**config.mk**
```make
export PLATFORM = sky130hd
export DESIGN_NAME = p2s_frame_sequencer
export DESIGN_NICKNAME = d
export VERILOG_FILES = /design/src/rtl/p2s_frame_sequencer.sv
export SDC_FILE = /design/constraint.sdc
export NUM_CORES = 1
export LEC_CHECK = 0
export BUFFER_PORTS_ARGS = -buffer_cell sky130_fd_sc_hd__buf_2
export CAP_MARGIN = 40
export CORE_AREA = 2 2 39 41
export CTS_BUF_LIST = sky130_fd_sc_hd__clkbuf_8
export CTS_CLUSTER_DIAMETER = 200
export DETAILED_ROUTE_END_ITERATION = 7
export DIE_AREA = 0 0 41 43
export SLEW_MARGIN = 20
export SYNTH_ARGS = -nofsm -noshare
export SYNTH_HDL_FRONTEND = slang
export SYNTH_SLANG_ARGS = --single-unit
export TNS_END_PERCENT = 1
```
**constraint.sdc**
```tcl
create_clock -name ck -period 2.5 [get_ports ck]
set_input_delay 0.375 -clock ck [delete_from_list [all_inputs] [get_ports ck]]
set_output_delay 0.375 -clock ck [all_outputs]
set_load 0.02 [all_outputs]
```
**src/rtl/p2s_frame_sequencer.sv**
```systemverilog
// Control sequencer for the two-nibble parallel-to-serial path: nibble handshake, load strobes, mux bit-select stepping.
// Optional P2S_PARITY_EN appends an even-parity slot after the data bits (adds ser_in / par_slot ports).
module p2s_frame_sequencer #(
  parameter int DATA_W    = 8,
  parameter int SEL_W     = 3,
  parameter int MSB_FIRST = 1,
  parameter int GAP_CYC   = 2
) (
  input  logic             ck,
  input  logic             reset,
  input  logic             start,
  input  logic             din_valid,
  output logic             din_ready,
  output logic             LD1,
  output logic             LD2,
  output logic [SEL_W-1:0] sel,
  output logic             VO,
  output logic             OK,
  output logic             busy
`ifdef P2S_PARITY_EN
  ,
  input  logic             ser_in,
  output logic             par_slot
`endif
);

  typedef enum logic [2:0] {
    S_IDLE, S_LOAD_HI, S_LOAD_LO, S_SHIFT, S_PARITY, S_GAP
  } state_e;

  localparam logic [SEL_W-1:0] SEL_FIRST = (MSB_FIRST != 0) ? SEL_W'(DATA_W-1) : '0;
  localparam logic [SEL_W-1:0] SEL_LAST  = (MSB_FIRST != 0) ? '0 : SEL_W'(DATA_W-1);
  localparam int               GW        = (GAP_CYC > 1) ? $clog2(GAP_CYC) : 1;
  localparam logic [GW-1:0]    GAP_LAST  = GW'((GAP_CYC > 0) ? GAP_CYC-1 : 0);
  localparam state_e           POST_FRAME = (GAP_CYC == 0) ? S_IDLE : S_GAP;

  state_e           state_q, state_d;
  logic [SEL_W-1:0] sel_q, sel_d;
  logic [GW-1:0]    gap_q, gap_d;
  logic             vo_q, vo_d, ok_q, ok_d, busy_q, busy_d;
`ifdef P2S_PARITY_EN
  logic             par_q, par_d;
  logic             par_slot_q, par_slot_d;
`endif

  // Handshake strobes decode straight from the current state so the nibble lands on the transfer edge.
  assign din_ready = (state_q == S_LOAD_HI) || (state_q == S_LOAD_LO);
  assign LD1       = din_valid && (state_q == S_LOAD_HI);
  assign LD2       = din_valid && (state_q == S_LOAD_LO);
  assign sel       = sel_q;
  assign VO        = vo_q;
  assign OK        = ok_q;
  assign busy      = busy_q;
`ifdef P2S_PARITY_EN
  assign par_slot  = par_slot_q;
`endif

  always_comb begin
    state_d = state_q;
    sel_d   = sel_q;
    gap_d   = gap_q;
`ifdef P2S_PARITY_EN
    par_d   = par_q;
`endif
    case (state_q)
      S_IDLE:    if (start) state_d = S_LOAD_HI;
      S_LOAD_HI: if (din_valid) state_d = S_LOAD_LO;
      S_LOAD_LO: if (din_valid) begin
        state_d = S_SHIFT;
        sel_d   = SEL_FIRST;
`ifdef P2S_PARITY_EN
        par_d   = 1'b0;
`endif
      end
      S_SHIFT: begin
`ifdef P2S_PARITY_EN
        par_d = par_q ^ ser_in;
`endif
        if (sel_q == SEL_LAST) begin
`ifdef P2S_PARITY_EN
          state_d = S_PARITY;
`else
          state_d = POST_FRAME;
`endif
          gap_d = '0;
        end else if (MSB_FIRST != 0) begin
          sel_d = sel_q - 1'b1;
        end else begin
          sel_d = sel_q + 1'b1;
        end
      end
      S_PARITY: begin
        state_d = POST_FRAME;
        gap_d   = '0;
      end
      S_GAP: begin
        if (gap_q == GAP_LAST) state_d = S_IDLE;
        else                   gap_d   = gap_q + 1'b1;
      end
      default: state_d = S_IDLE;
    endcase

    // Registered outputs are computed from the next state so they line up with it.
    busy_d = (state_d != S_IDLE);
    vo_d   = (state_d == S_SHIFT) || (state_d == S_PARITY);
`ifdef P2S_PARITY_EN
    ok_d       = (state_d == S_PARITY);
    par_slot_d = (state_d == S_PARITY);
`else
    ok_d   = (state_d == S_SHIFT) && (sel_d == SEL_LAST);
`endif
  end

  always_ff @(posedge ck) begin
    if (!reset) begin
      state_q <= S_IDLE;
      sel_q   <= '0;
      gap_q   <= '0;
      vo_q    <= 1'b0;
      ok_q    <= 1'b0;
      busy_q  <= 1'b0;
`ifdef P2S_PARITY_EN
      par_q      <= 1'b0;
      par_slot_q <= 1'b0;
`endif
    end else begin
      state_q <= state_d;
      sel_q   <= sel_d;
      gap_q   <= gap_d;
      vo_q    <= vo_d;
      ok_q    <= ok_d;
      busy_q  <= busy_d;
`ifdef P2S_PARITY_EN
      par_q      <= par_d;
      par_slot_q <= par_slot_d;
`endif
    end
  end

endmodule

```
==> summary.txt, run 1 <==
Placed design
  – Gpl congestion: 0.739
  – Post-DP HPWL: about 760 um
  – I/O Buffers: 12
  – Dpl cell area: about 600 sq um
  – Worst slack, placed: 633 ps

Global route
  – Largest net degree at the start of global routing: 12
  – Initial antenna violation count: 0
  – GRT Total Usage: 0.146
  – Number of global-route vias before repair: 375
  – GRT overflow: 0
  – Global-route wire length before repair: 1610 um

Synthesis
  – Yosys warns: 0
  – Syn nets: 66
  – Area share of fa/ha/maj cells after synthesis: 0.0449
  – Post-synth EDFFs: 0
  – Simple-Gate Fraction of Synth Area: 0.281
  – Gate Count Post-Synth: 60
  – Seq/Total Area, Yosys: 0.360
  – Synthesized area per cell: 9.28 sq um
  – Yosys reg bits: 10
  – Top_reg_cell synth: dfxtp_1
  – Mux cell area share after synthesis: 0.0360
  – Compound-Gate Fraction of Synth Area: 0.142
  – Post-synthesis xor/xnor area fraction: 0.0315
  – Largest family of logic cells by synthesized area: simple AND/OR/NAND/NOR gates
  – Synth unique cells: 29
  – Synth Cell Area: ~560 sq um
  – Fraction of registers with async set/reset: 0

Die
  – Die H: 43 um
  – Die Wd: slightly above 40 um
  – Num rows: 14
  – DIE AREA: about 0.0018 sq mm
  – Num ports: 13
  – Starting Density: 0.402
  – Core area: about 0.0014 sq mm

Layout
  – Antenna Cells: 0
  – Register Area: roughly 200 sq um
  – # nets final: 79
  – Share of cells above drive strength 1: 0.264
  – Multi-input logic area: between 200 and 300 sq um
  – Fin area: about 640 sq um
  – Fillers: 142
  – Area Overhead vs Synth: 15.7%

Power and ir drop
  – Clock power frac: 0.411
  – P_int: between 0.3 and 0.4 mW
  – Comb pwr share: 0.191
  – Switching pwr: between 0.1 and 0.15 mW
  – Power after layout: 0.475 mW
  – IR Drop Worst-Case VDD: about 0.00036 V
  – Pleak: around 0.3 nW
  – Switch share: 0.264
  – Pwr/cell area: 738 mW/mm^2
  – Sequential share of power: 0.398

STA
  – Fin Hold WS: roughly 430 ps
  – RSZ-0062 raised after global routing: no
  – Setup_tns: 0 ps
  – Worst-margin pin slew: approximately 570 ps
  – Worst Skew: between 0.3 and 0.4 ps
  – Hold Vio Cnt, Final: 0
  – Maximum clock rate: 526 MHz
  – Period minus WS final: around 1900 ps
  – Final number of setup-violating endpoints: 0
  – Slew Viols, Final: 0
  – Period utilisation layout: 0.760
  – Post-route setup slack: 599 ps
  – Slew Limit Headroom: 0.615

Routing
  – Total Wirelength: 1040 um
  – DRC violations left: 0
  – Post-route ant nets: 0
  – Routed vias: 435
  – WL per Instance: 11.8 um
  – Starting DRC count in detailed routing: 10
  – DR vias/cell: 4.94
  – DR pass1 iterations: 4

Setup path
  – R2R setup slack: ~600 ps
  – CP Max Fanout: 4
  – Setup CP Type: reg -> reg
  – CP Cell Sequence: inv_1 -> ha_1 -> or2b_1 -> and3_1 -> or3_1 -> a2111oi_2
  – CP Launch Type: flop
  – CP required: roughly 2600 ps
  – Critical Path Sink Type: flop
  – CP Data Arrival Time: around 2000 ps
  – Slowest CP cell: a2111oi_2
  – Max incr delay on CP: between 300 and 400 ps

Clock network
  – Setup Buffers After CTS: 0
  – Clock root buffer: clkbuf_8
  – H-Tree Depth: 1
  – TritonCTS clock tree: done
  – CTS sink cnt: 10
  – Max clock buf depth: 2
  – CTS buffer count: 3
  – Worst-Skew Late Latency: 230 ps
  – Clock slew at reported path FFs: around 40 ps
  – Hold_buf cts: 0
  – CTS-repair resized insts: 0

Status
  – Outcome: completed

Flow run
  – Max Cap Violations: 0

Min path
  – Hold crit path type: in -> reg
==> per-layer routing <==
layer,track usage,vias to the layer above,share of wire
met5,0,-,0
met4,0.120,0,0.018
met3,0.0471,2,0.056
met2,0.209,12,0.46
met1,0.167,195,0.46
li1,-,226,-
==> stage by stage <==
step / util / instances
floorplan: - / 60
finish: 0.466 / 88
global route: 0.466 / 88
detailed placement: 0.426 / 84
global placement: 0.426 / 84
CTS: 0.466 / 88
==> path summary, 6_finish.rpt <==
| kind | startpoint | endpoint | depth (start not counted) |
|---|---|---|---|
| hold reg to reg | sel[0] | OK | 2 |
| setup reg to reg | sel[0] | OK | 6 |
| hold / removal | reset | sel[1] | 2 |
| setup / recovery | sel[0] | OK | 6 |
==> cells in the final DEF, fill, tap and decap left out, types with 3 or more instances in the layout <==
cell type	instances
nand2_1	5
buf_2	12
clkbuf_8	4
a21oi_1	4
inv_1	3
dfxtp_1	10
nor2_1	6
o21a_1	3
==> sequential cells by signal, summed over array words and instances, names as in the netlist <==
name     flops
busy         1
OK           1
state_q      3
sel          3
VO           1
gap_q        1
==> cell usage after synthesis (2+ instances only) <==
cell type	number	area share
buf_6	2	0.040
ha_1	2	0.045
and3_1	2	0.022
mux2i_1	2	0.036
xnor2_1	2	0.031
o21a_1	3	0.040
nor2_1	6	0.040
dfxtp_1	10	0.36
inv_1	3	0.020
nand2b_1	2	0.022
a21oi_1	4	0.036
nand2_1	5	0.034
==> final cells by class <==
| cell class | instances | area share |
|---|---|---|
| clock buffers | 4 | 0.0854 |
| inverters | 3 | 0.0175 |
| multi-input cells | 43 | 0.462 |
| flip-flops and latches | 10 | 0.311 |
| well taps | 16 | 0.0311 |
| repair buffers | 12 | 0.0932 |
==> cells by family after synthesis <==
| family | after synthesis |
|---|---|
| xor+xnor | 2 |
| flops | 10 |
| fa+ha+maj | 2 |
| compound gates | 11 |
| simple gates | 26 |
| buf+inv | 7 |
| mux | 2 |
==> power by group through the flow <==
stage | combinational, mW | clock [mW] | sequential (mW)
finish | 0.0908 | 0.195 | 0.189
detailed placement | 0.0914 | 0 | 0.192
CTS | 0.0917 | 0.202 | 0.189
global placement | 0.0908 | 0 | 0.192
global route | 0.101 | 0.210 | 0.192
floorplan | 0.0701 | 0 | 0.194
==> worst max-delay path: cells and delay by family, from the launching register on <==
kind            cells  cell delay, ps
compound gates      1             360
fa+ha+maj           1             190
buf+inv             1             120
flops               1             320
simple gates        3             800
(Power assumes the default switching activity.)
==> inputs of run 2 (changes only) <==
Settings changed: PLACE_DENSITY set to 0.67.
Clock period 2.5 ns to 1.67 ns, I/O delays scaled along.
==> run 2 against run 1 <==
The flow now finishes with violations (setup timing). Non-clock buffer count up 8. Clock skew up 5.0 ps. Flip-flop and latch count unchanged. Clock power up 24%. Fmax up 13%. First-iteration DRC count down 10%. Utilization up 7.1 points. Setup slack worse by 620 ps. Combinational power up 99%. Largest cell class unchanged. Highest routed layer unchanged.
==> summary.txt, run 2 (synthesized netlist as in run 1, its figures left out) <==
Status
  – Outcome: finished with violations
  – Failing checks: setup timing

Power and ir drop
  – Power after layout: 0.700 mW
  – IR Drop Worst-Case VDD: 0.000569 V
  – Pleak: 0.340 nW
  – Pwr/cell area: 944 mW/mm^2

Global route
  – Initial antenna violation count: 0
  – Global-route wire length before repair: 1810 um
  – Largest net degree at the start of global routing: 8
  – GRT overflow: 0
  – Number of global-route vias before repair: roughly 440
  – GRT Total Usage: 0.152

Clock network
  – CTS buffer count: 3
  – Clock slew at reported path FFs: ~50 ps
  – CTS sink cnt: 10
  – Clock root buffer: clkbuf_8
  – Worst-Skew Late Latency: ~230 ps
  – Max clock buf depth: 2
  – Hold_buf cts: 0
  – TritonCTS clock tree: done
  – H-Tree Depth: 1
  – Setup Buffers After CTS: 0

Placed design
  – Post-DP HPWL: 830 um
  – I/O Buffers: 12
  – Worst slack, placed: ~4.5 ps
  – Gpl congestion: between 0.7 and 0.8
  – Dpl cell area: between 600 and 700 sq um

Setup path
  – CP required: around 1800 ps
  – CP Max Fanout: 3
  – Critical Path Sink Type: flop
  – CP Launch Type: flop
  – CP Cell Sequence: inv_4 -> ha_4 -> or2b_1 -> and3_4 -> or3_4 -> a2111oi_4
  – Crit path buffers/inverters: 1
  – Top Family by Delay on Critical Path: simple AND/OR/NAND/NOR gates
  – Max incr delay on CP: 390 ps
  – Slowest CP cell: or3_4
  – Setup CP Type: reg -> reg
  – CP Data Arrival Time: 1830 ps

Routing
  – DRC violations left: 0
  – Total Wirelength: about 1100 um
  – Post-route ant nets: 0
  – Routed vias: 473
  – DR pass1 iterations: 4
  – Starting DRC count in detailed routing: 9
  – DR vias/cell: just under 5
  – WL per Instance: ~11 um

STA
  – Period utilisation layout: 1.01
  – Maximum clock rate: just under 600 MHz
  – Post-route setup slack: -18.9 ps
  – Hold Vio Cnt, Final: 0
  – Slew Viols, Final: 0
  – Slew Limit Headroom: 0.738
  – Period minus WS final: approximately 1700 ps
  – RSZ-0062 raised after global routing: yes
  – Final number of setup-violating endpoints: 1
  – Worst Skew: between 5 and 6 ps
  – Setup_tns: -18.9 ps
  – Worst-margin pin slew: between 300 and 400 ps

Die
  – DIE AREA: roughly 0.0018 sq mm
  – Die Wd: just over 40 um
  – Num ports: 13
  – Starting Density: 0.402
  – Num rows: 14
  – Core area: around 0.0014 sq mm
  – Die H: 43 um

Layout
  – Register Area: about 210 sq um
  – # nets final: 87
  – Antenna Cells: 0
  – Fillers: approximately 140
  – Multi-input logic area: around 330 sq um
  – Layout Utilization: 0.536
  – Area Overhead vs Synth: 33.3%
  – Share of cells above drive strength 1: 0.413
  – Most common cell after layout, fill and taps aside: buf_2
  – Most frequent cells in the layout: 12 x buf_2, 8 x dfxtp_1, 8 x buf_4, 6 x nor2_1, 5 x nand2_1
  – Fin area: ~740 sq um

Flow run
  – Max Cap Violations: 0

Min path
  – Hold crit path type: in -> reg
## run 2: cell count changes in the layout (fill, tap and decap cells not counted), moves of 2 or more
cell and delta:
buf_4 +8, inv_1 -2, dfxtp_4 +2, dfxtp_1 -2, inv_4 +2
## run 2: final timing paths
path,startpoint,end,slack (ps),depth (start not counted)
setup / recovery,sel[1],OK,-20,6
hold / removal,reset,sel[0],290,2
setup reg to reg,sel[1],OK,-20,6
hold reg to reg,gap_q,gap_q,590,2
## run 2: what timing repair did
action | 4_1_cts | 5_1_grt
pin swaps | 1 | 0
endpoints found under the hold margin | 0 | 0
gates resized for setup | 2 | 1
endpoints found under the setup margin | 1 | 1
## run 2: through the flow
step / hold WS [ps] / instances
final: 292 / 96
after global routing: 306 / 96
after CTS: 293 / 96
after detailed placement: 540 / 92
after global placement: 533 / 92
after floorplan: 367 / 60
## run 2: worst register-to-register path, stage by stage, from the launching register on
cell,delay [ps]
dfxtp_4,350
inv_4,60
ha_4,130
or2b_1,230
and3_4,160
or3_4,390
a2111oi_4,270
## run 2: routing by layer
layer,vias up,part of all wire,GRT usage,wire length [um]
met4,0,0.013,0.0600,14
li1,243,-,-,-
met1,219,0.44,0.206,483
met5,-,0,0,0
met3,2,0.038,0.0471,41
met2,9,0.51,0.219,552
## run 2: report_power, final
group,total [mW],internal [mW],switching [mW]
Clock,0.241,0.160,0.0813
Combinational,0.181,0.0838,0.0974
Sequential,0.278,0.258,0.0196
## run 2: cell type report
| type | instances | share of cell area |
|---|---|---|
| clock buffers | 3 | 0.0556 |
| multi-input cells | 43 | 0.449 |
| repair buffers | 20 | 0.162 |
| flip-flops and latches | 10 | 0.280 |
| well taps | 16 | 0.0270 |
| inverters | 3 | 0.0219 |
| clock inverters | 1 | 0.00506 |
